`src/rtl/twos_comp_arbiter.sv`:
```
// Round-robin front end for a shared combinational 16-bit negator: accepts one operand
// at a time, executes it through the external unit and returns the tagged result.
module twos_comp_arbiter #(
    parameter int NREQ  = 4,
    parameter int WIDTH = 16,
    parameter int ID_W  = 2
) (
    input  logic                  clk,
    input  logic                  rst_n,
    input  logic [NREQ-1:0]       req_valid,
    input  logic [NREQ*WIDTH-1:0] req_data,
    output logic [NREQ-1:0]       req_ready,
    output logic [WIDTH-1:0]      neg_a,
    input  logic [WIDTH-1:0]      neg_b,
    output logic                  rsp_valid,
    output logic [ID_W-1:0]       rsp_id,
    output logic [WIDTH-1:0]      rsp_data,
    output logic                  rsp_ovf,
    output logic                  rsp_zero,
    input  logic                  rsp_ready
);

    typedef enum logic [1:0] {IDLE, EXEC, RESP} state_t;

    state_t state_reg, state_next;

    logic [ID_W-1:0]  ptr_reg;
    logic [ID_W-1:0]  id_reg;
    logic [WIDTH-1:0] op_reg;

    logic [NREQ-1:0] hi_mask;
    logic [NREQ-1:0] masked_valid;
    logic [NREQ-1:0] masked_oh;
    logic [NREQ-1:0] plain_oh;
    logic [NREQ-1:0] grant_oh;
    logic            any_valid;
    logic            accept;
    logic [ID_W-1:0] grant_idx;
    logic [ID_W-1:0] ptr_next;
    logic [WIDTH-1:0] grant_data;

    logic [NREQ:0][ID_W-1:0]  idx_chain;
    logic [NREQ:0][WIDTH-1:0] data_chain;

    // Requesters at or above the pointer get first pick; if none of them is valid,
    // the search wraps around to the lowest-numbered valid requester.
    genvar gi;
    generate
        for (gi = 0; gi < NREQ; gi++) begin : g_arb
            assign hi_mask[gi] = (ID_W'(gi) >= ptr_reg);
            assign idx_chain[gi+1]  = idx_chain[gi]  | (grant_oh[gi] ? ID_W'(gi) : '0);
            assign data_chain[gi+1] = data_chain[gi] |
                                      (grant_oh[gi] ? req_data[gi*WIDTH +: WIDTH] : '0);
        end
    endgenerate

    assign idx_chain[0]  = '0;
    assign data_chain[0] = '0;

    assign masked_valid = req_valid & hi_mask;
    assign masked_oh    = masked_valid & (~masked_valid + NREQ'(1));
    assign plain_oh     = req_valid & (~req_valid + NREQ'(1));
    assign grant_oh     = (|masked_valid) ? masked_oh : plain_oh;
    assign any_valid    = |req_valid;

    assign grant_idx  = idx_chain[NREQ];
    assign grant_data = data_chain[NREQ];
    assign ptr_next   = (grant_idx == ID_W'(NREQ-1)) ? '0 : grant_idx + ID_W'(1);
    assign accept     = (state_reg == IDLE) && any_valid;

    assign neg_a = op_reg;

    always_ff @(posedge clk or negedge rst_n) begin
        if (!rst_n) begin
            state_reg <= IDLE;
        end else begin
            state_reg <= state_next;
        end
    end

    // rst_n gates req_ready so no grant is visible while reset is held.
    always_comb begin
        state_next = state_reg;
        rsp_valid  = 1'b0;
        req_ready  = '0;
        case (state_reg)
            IDLE: begin
                if (rst_n) begin
                    req_ready = grant_oh;
                end
                if (any_valid) begin
                    state_next = EXEC;
                end
            end
            EXEC: begin
                state_next = RESP;
            end
            RESP: begin
                rsp_valid = 1'b1;
                if (rsp_ready) begin
                    state_next = IDLE;
                end
            end
            default: begin
                state_next = IDLE;
            end
        endcase
    end

    always_ff @(posedge clk or negedge rst_n) begin
        if (!rst_n) begin
            ptr_reg  <= '0;
            op_reg   <= '0;
            id_reg   <= '0;
            rsp_data <= '0;
            rsp_id   <= '0;
            rsp_ovf  <= 1'b0;
            rsp_zero <= 1'b0;
        end else begin
            if (accept) begin
                op_reg  <= grant_data;
                id_reg  <= grant_idx;
                ptr_reg <= ptr_next;
            end
            // The negator output is captured exactly once, at the end of EXEC.
            if (state_reg == EXEC) begin
                rsp_data <= neg_b;
                rsp_ovf  <= (op_reg == {1'b1, {(WIDTH-1){1'b0}}});
                rsp_zero <= (neg_b == '0);
                rsp_id   <= id_reg;
            end
        end
    end

endmodule

```
`config.mk`:
```
export PLATFORM = sky130hd
export DESIGN_NAME = twos_comp_arbiter
export DESIGN_NICKNAME = d
export VERILOG_FILES = /design/src/rtl/twos_comp_arbiter.sv
export SDC_FILE = /design/constraint.sdc
export NUM_CORES = 1
export LEC_CHECK = 0
export CELL_PAD_IN_SITES_DETAIL_PLACEMENT = 0
export CELL_PAD_IN_SITES_GLOBAL_PLACEMENT = 2
export CORE_ASPECT_RATIO = 0.75
export CORE_MARGIN = 2
export CORE_UTILIZATION = 23
export CTS_BUF_LIST = sky130_fd_sc_hd__clkbuf_16
export CTS_CLUSTER_SIZE = 20
export DETAILED_ROUTE_END_ITERATION = 8
export PLACE_DENSITY_LB_ADDON = 0.25
export SYNTH_ARGS = -nofsm -noshare
export SYNTH_HDL_FRONTEND = slang
export SYNTH_SLANG_ARGS = --single-unit
```
`constraint.sdc`:
```
create_clock -name clk -period 2.7 [get_ports clk]
set_clock_uncertainty 0.05 [all_clocks]
set_input_delay 0.675 -clock clk [delete_from_list [all_inputs] [get_ports clk]]
set_output_delay 0.675 -clock clk [all_outputs]
set_load 0.005 [all_outputs]
```
# Yosys cells after proc, flatten, opt, wreduce, memory -nomap -nowiden
# Cells that the tools add are included.
[word_totals]
ff_bits = 42
input_bits = 87
elab_cells = 52
[op_classes]
n_addsub = 3
order_cmp = 4
n_eq_ne = 6
mux = 15
bitwise = 10
reduce_logical = 6
[op_table]
columns = ["cell", "count"]
rows = [
  ["16-bit 2-to-1 mux", 4],
  ["16-bit bitwise OR", 3],
  ["16-bit equality test, second input constant", 1],
  ["16-bit logical NOT", 1],
  ["4-bit AND", 3],
  ["4-bit 2-to-1 mux", 3],
  ["2-bit 2-to-1 mux", 5],
  ["4-bit by 1-bit adder with 4-bit output, second input constant", 2],
  ["4-bit NOT", 2],
  ["4-bit OR reduction", 2],
  ["2-bit one-hot mux with 3 select lines", 1],
  ["2-bit equality test, second input constant", 2],
  ["1-bit by 2-bit >= comparator with 1-bit output, first input constant", 2],
  ["2-bit >= comparator, first input constant", 2],
  ["2-bit != test, second input constant", 2],
  ["2-bit by 1-bit adder with 2-bit output, second input constant", 1],
  ["2-bit by 1-bit equality test with 1-bit output, second input constant", 1],
  ["2-bit logical NOT", 1],
  ["1-bit 2-to-1 mux", 2],
  ["1-bit by 2-bit bitwise OR with 2-bit output", 1],
  ["2-bit bitwise OR", 1],
  ["2-bit AND reduction", 1],
  ["1-bit logical AND", 1],
]

# Logic depth before layout (Yosys ltp)
# Gate-level depths: netlist of run 1.
[logic_depth]
word_depth = 11
mapped_depth = 7
ltp_nobuf = 5

# Worst setup path before layout of run 1
# No wires, ideal clock.
[synth_path]
path_kind = "input port to output port"
start = "input req_valid[1]"
end = "output req_ready[0]"
t_arrival_ns = 1.603
required_ns = 1.975
setup_slack_ns = 0.372
stages = 5
n_path_buf = 1
path_cell_list = "nor2b_1 > o311ai_2 > buf_4 > nand2_1 > nor2_1"
[synth_via]
elab_chain_cells = 5
[synth_rtl]
columns = ["element", "line", "source"]
rows = [
  ["from (decl)", "10", "input logic [NREQ-1:0] req_valid,"],
  ["4-bit AND", "60", "assign masked_valid = req_valid & hi_mask;"],
  ["4-bit OR reduction", "63", "assign grant_oh = (|masked_valid) ? masked_oh : plain_oh;"],
  ["4-bit 2-to-1 mux", "63", ""],
  ["4-bit 2-to-1 mux", "88", "if (rst_n) begin"],
  ["4-bit 2-to-1 mux", "86", "case (state_reg)"],
  ["to (decl)", "12", "output logic [NREQ-1:0] req_ready,"],
]
# No other way between the ends.

# Final worst setup path of run 1
# Same ends and word-level chain as after synthesis.

==> impl_results.md, run 1 <==
- Drt wl/cell: 17.3 µm
- Post-Syn Nets: 339
- Worst path required time: 1980 ps
- H-Tree Depth: 2
- Placed Cells: 507
- Max-cap violation count: 0
- Critical path fanouts, max: 5
- Initial antenna violation count: 0
- CP Class: input pin to output port
- Horiz. Die Dim: 121 µm
- WL final: 8900 µm
- Unrepaired setup endpoints after global routing: false
- Fin cells: 514
- Worst skew pair latency: 270 ps
- Chip height: 92.1 µm
- Multi-input logic area: 1200 µm²
- DRC errors left: 0
- CP Launch Type: input pin
- Clk slew on worst S/H paths: 60 ps
- Ys flop type: dfrtp_1
- Yosys reg bits: 42
- Largest cells by area after synthesis: dfrtp_1, mux2_2, a221oi_2
- Top-count cell post-synth: dfrtp_1
- Fin crit period: 2580 ps
- Post-Synthesis Cells: 252
- Post-route ant nets: 0
- Area growth syn-to-layout: 66.4%
- Async SR Flop Fraction: 100%
- Reg-to-reg slack, setup: 740 ps
- Clk sink count: 42
- Seq. cell area: 1050 µm²
- Hpwl dp: 6900 µm
- R2r endpoint: neg_a[13]
- Nets: 465
- Mapped cell area: 2380 µm²
- Initial DRC count: 122
- Peak supply drop: 0.305 mV
- CP arrival: 1850 ps
- R2r worst-path depth: 5
- Yosys top cell by area: dfrtp_1
- Top-area cell type share of the netlist area: 44.1%
- Starting Density: 23.4%
- Endpoints failing setup: 0
- Hold-fix buffers, CTS: 0
- Worst Hold Class: input pin to async pin
- Ys Warns: 0
- Global route overflow: 0
- Sequential area share after synthesis: 44.1%
- Layout fillers: 1063
- Vias in the first global route: 2592
- Pleak: 1.54 nW
- Total track usage: 16.1%
- Ant. Diodes: 0
- CTS Buf Count: 5
- Most common library cells after synthesis: dfrtp_1, nand2_1, nor2_1
- Max Freq: 388 MHz
- Number of port buffers: 127
- Final Hold Vio Count: 0
- Die area: 11200 µm²
- Final core occ: 39.0%
- Crit share post-route: 95.4%
- Routed via count: 2513
- Rel. slew slack: 32.5%
- Worst r2r src: ptr_reg[1]
- EDFF count, synth: 0
- Pwr/cell area: 963 nW/µm²
- Longest Clk Path Bufs: 2
- Core ar.: 10200 µm²
- First-pass GRT wire length: 14000 µm
- TritonCTS clock tree: built
- Post-synth cell types: 30
- GP Congestion: 0.842
- Root Driver: clkbuf_16
- Synthesized area per cell: 9.45 µm²
- Post-CTS Setup Inserts: 0
- Number of core rows: 32
- Layout cells sized above 1: 15.3%
- Worst-margin pin slew: 1010 ps
- CP Capture Type: output port
- Vias per inst: 4.89
- Count of pins over their slew limit: 0
- Drt pass-1 iters: 4
- Pin count of the biggest net entering global routing: 43
- Top Ports: 128
- Status: finished, final reports clean
[cell families after synthesis]
group / Yosys count / share of synthesized area (%)
mux: 18 / 8.51
buf+inv: 27 / 5.99
simple gates: 103 / 21.4
flops: 42 / 44.1
compound gates: 62 / 20.0
[report_power, final]
| group | internal [W] | switching [W] | total [W] |
|---|---|---|---|
| clock | 0.000333 | 0.000220 | 0.000553 |
| sequential | 0.000949 | 0.000242 | 0.00119 |
| combinational | 0.00113 | 0.000939 | 0.00207 |
| total | 0.00241 | 0.00140 | 0.00381 |
[area by class of cell]
cell class | instances | area share (%)
multi-input combinational | 183 | 30.4
clock buffer | 5 | 3.16
clock inverter | 2 | 0.253
tap | 136 | 4.30
timing repair buffer | 143 | 35.1
inverter | 3 | 0.284
sequential | 42 | 26.5
[through the flow]
step                total power (W)  worst slack, ps  TNS, ps  hold WS [ps]  instance area (µm²)
global route                0.00410             17.1        0           470                 3960
detailed placement          0.00330             -388    -1270           438                 3820
CTS                         0.00387              105        0           452                 3960
floorplan                   0.00223              372        0           329                 2380
global placement            0.00328             -339    -1130           415                 3820
finish                      0.00381              123        0           441                 3960
[routing by layer]
metal | track usage [%] | part of all wire [%] | up-vias | wire [µm]
met1 | 21.7 | 46 | 1212 | 4050
met4 | 3.74 | 1.3 | 0 | 120
met2 | 25.0 | 46 | 88 | 4050
met5 | 0 | 0 | - | 0
li1 | - | - | 1202 | -
met3 | 5.16 | 7.5 | 11 | 667
[worst max path at each step]
| stage | from | to | slack (ps) | cells past startpoint |
|---|---|---|---|---|
| detailed placement | req_valid[3] | req_ready[2] | -390 | 6 |
| CTS | req_valid[1] | req_ready[0] | 110 | 6 |
| global route | req_valid[1] | req_ready[0] | 20 | 6 |
| global placement | req_valid[3] | req_ready[2] | -340 | 6 |
| finish | req_valid[1] | req_ready[0] | 120 | 6 |
| floorplan | req_valid[1] | req_ready[0] | 370 | 5 |
[critical path, cell delays in order]
cell and delay [ps]:
dlygate4sd2_1 290, nor2b_1 160, o311ai_2 300, nand2_1 90, nor2_1 90, dlygate4sd2_1 240
[layout by cell type (no fill, tap or decap), types with 5 or more instances in the layout]
cell	n
clkdlybuf4s50_1	118
dfrtp_1	42
nand2_1	24
nor2_1	23
a31oi_1	19
nand4_1	18
mux2_2	18
a21oi_1	17
nand3_1	16
buf_4	15
nor4_1	8
a221oi_2	8
a221oi_1	8
dlygate4sd2_1	7
clkbuf_16	5
[timing repair]
item / CTS / global route
endpoints found under the setup margin: 4 / 0
hold endpoints to repair: 0 / 0
gates resized for setup: 13 / 0
No activity file was read; power rests on OpenSTA's default activity.
==> run 2: changes to the inputs <==
--- a/config.mk
+++ b/config.mk
@@ -5,12 +5,14 @@
 export SDC_FILE = /design/constraint.sdc
 export NUM_CORES = 1
 export LEC_CHECK = 0
+export CAP_MARGIN = 15
 export CELL_PAD_IN_SITES_DETAIL_PLACEMENT = 0
 export CELL_PAD_IN_SITES_GLOBAL_PLACEMENT = 2
 export CORE_ASPECT_RATIO = 0.75
 export CORE_MARGIN = 2
 export CORE_UTILIZATION = 23
 export CTS_BUF_LIST = sky130_fd_sc_hd__clkbuf_16
+export CTS_CLUSTER_DIAMETER = 200
 export CTS_CLUSTER_SIZE = 20
 export DETAILED_ROUTE_END_ITERATION = 8
 export PLACE_DENSITY_LB_ADDON = 0.25
==> results of run 2 <==
Final layout, timing and power as in run 1 (identical DEF).
==> run 3: changes to the inputs <==
--- a/config.mk
+++ b/config.mk
@@ -16,6 +16,7 @@
 export CTS_CLUSTER_SIZE = 20
 export DETAILED_ROUTE_END_ITERATION = 8
 export PLACE_DENSITY_LB_ADDON = 0.25
+export SKIP_LAST_GASP = 1
 export SYNTH_ARGS = -nofsm -noshare
 export SYNTH_HDL_FRONTEND = slang
 export SYNTH_SLANG_ARGS = --single-unit
==> run 3 against run 2 <==
First-iteration DRC count down 1.6%. Die area unchanged. Worst hold slack unchanged. Critical path depth unchanged. Clock-buffer cell count unchanged. Utilization down 0.11 points. Via count unchanged. Total power about the same. Sequential share of layout area up 0.11 points. Sequential power about the same.
==> impl_results.md, run 3 (synthesis results as in run 1) <==
- Switch share: 36.7%
- Top Ports: 128
- CTS Buf Count: 5
- Rel. slew slack: 32.5%
- GP Congestion: 0.842
- Routed length on met3: 645 µm
- Core ar.: 10200 µm²
- Area growth syn-to-layout: 65.9%
- Vias in the first global route: 2592
- Initial antenna violation count: 0
- Post-route ant nets: 0
- Metal2 WL: 4060 µm
- Routed via count: 2513
- Unrepaired setup endpoints after global routing: false
- Horiz. Die Dim: 121 µm
- Most frequent cells in the layout: clkdlybuf4s50_1, dfrtp_1, nand2_1
- Clk slew on worst S/H paths: 60 ps
- Slowest cell on crit path: clkdlybuf4s50_1
- Hpwl dp: 6900 µm
- Drt wl/cell: 17.3 µm
- CP Launch Type: input pin
- Worst hold slack: 441 ps
- Most common cell after layout, fill and taps aside: clkdlybuf4s50_1
- WP buf/inv: 3
- Vias per inst: 4.89
- H-Tree Depth: 2
- Cell Int Power: 0.00241 W
- Ant. Diodes: 0
- Post-CTS Setup Inserts: 0
- PnR Total Power: 0.00382 W
- Fin crit period: 2620 ps
- Total track usage: 16.1%
- Critical path, cell by cell: clkbuf_2 -> a211oi_2 -> o31a_1 -> inv_1 -> nor2_1 -> clkdlybuf4s50_1
- Sequential share of power: 31.3%
- Count of pins over their slew limit: 0
- Worst-margin pin slew: 1010 ps
- WL final: 8900 µm
- DRC errors left: 0
- CP Capture Type: output port
- Number of core rows: 32
- Initial DRC count: 120
- CP peak stage delay: 510 ps
- Pleak: 1.53 nW
- Combinational Power Share: 54.2%
- Top delay family on crit path: buffers and inverters
- Max-cap violation count: 0
- Pwr/cell area: 966 nW/µm²
- Global route overflow: 0
- Pre-CTS WS: -388 ps
- Layout cells sized above 1: 16.1%
- Endpoints failing setup: 0
- Final Hold Vio Count: 0
- Critical path fanouts, max: 6
- Chip height: 92.1 µm
- Drt pass-1 iters: 4
- First-pass GRT wire length: 14000 µm
- Worst path required time: 1980 ps
- Nets: 465
- TritonCTS clock tree: built
- Clk sink count: 42
- CP Class: input pin to output port
- Status: finished, final reports clean
- Worst skew pair latency: 270 ps
- Peak supply drop: 0.306 mV
- Max Freq: 381 MHz
- Psw: 0.00140 W
- Worst Hold Class: input pin to async pin
- Root Driver: clkbuf_16
- Clock power share: 14.5%
- Final setup margin: 76.8 ps
- Longest Clk Path Bufs: 2
- Highest metal used: met4
- Die area: 11200 µm²
- Pin count of the biggest net entering global routing: 43
- Number of port buffers: 127
- Crit share post-route: 97.2%
- Starting Density: 23.4%
- CP arrival: 1900 ps
- M1 wire length: 4070 µm
run 3: path summary, 6_finish.rpt:
kind	cells after the start	to	slack, ps	start
setup / recovery	6	req_ready[2]	80	req_valid[3]
hold / removal	2	rsp_data[3]	440	rst_n
setup reg to reg	5	neg_a[13]	810	ptr_reg[1]
hold reg to reg	2	rsp_zero	440	rsp_zero
max in group asynchronous	2	ptr_reg[1]	1740	rst_n
min in group clk	2	rsp_zero	440	rsp_zero
run 3: power by group through the flow:
stage / registers (W) / clock network, W / logic, W
after detailed placement: 0.00120 / 0 / 0.00209
final: 0.00119 / 0.000553 / 0.00207
after floorplan: 0.00116 / 0 / 0.00107
after global placement: 0.00119 / 0 / 0.00209
after global routing: 0.00124 / 0.000606 / 0.00226
after CTS: 0.00119 / 0.000575 / 0.00210
run 3: cell type report:
cell class | instances | area (µm²)
fill | 1062 | 6220
tap | 136 | 170
multi-input combinational | 183 | 1200
inverter | 3 | 11.3
clock buffer | 5 | 125
clock inverter | 2 | 10.0
timing repair buffer | 143 | 1380
sequential | 42 | 1050
run 3: layer usage:
| layer | up-vias | track usage [%] |
|---|---|---|
| met3 | 11 | 5.16 |
| met2 | 82 | 25.0 |
| li1 | 1203 | - |
| met5 | - | 0 |
| met1 | 1217 | 21.7 |
| met4 | 0 | 3.74 |
run 3: repair_timing:
| item | CTS | global route |
|---|---|---|
| pin swaps | 3 | 1 |
| hold buffers | 0 | 0 |
| endpoints found under the setup margin | 4 | 1 |
| gates resized for setup | 10 | 7 |
run 3: per-stage QoR:
stage                     TNS, ps  utilization (%)  area [µm²]  instances
after floorplan                 0                -        2380        252
after global placement      -1130             37.5        3820        507
after detailed placement    -1270             37.5        3820        507
after CTS                    -111             38.9        3960        514
after global routing            0             38.8        3950        514
final                           0             38.8        3950        514
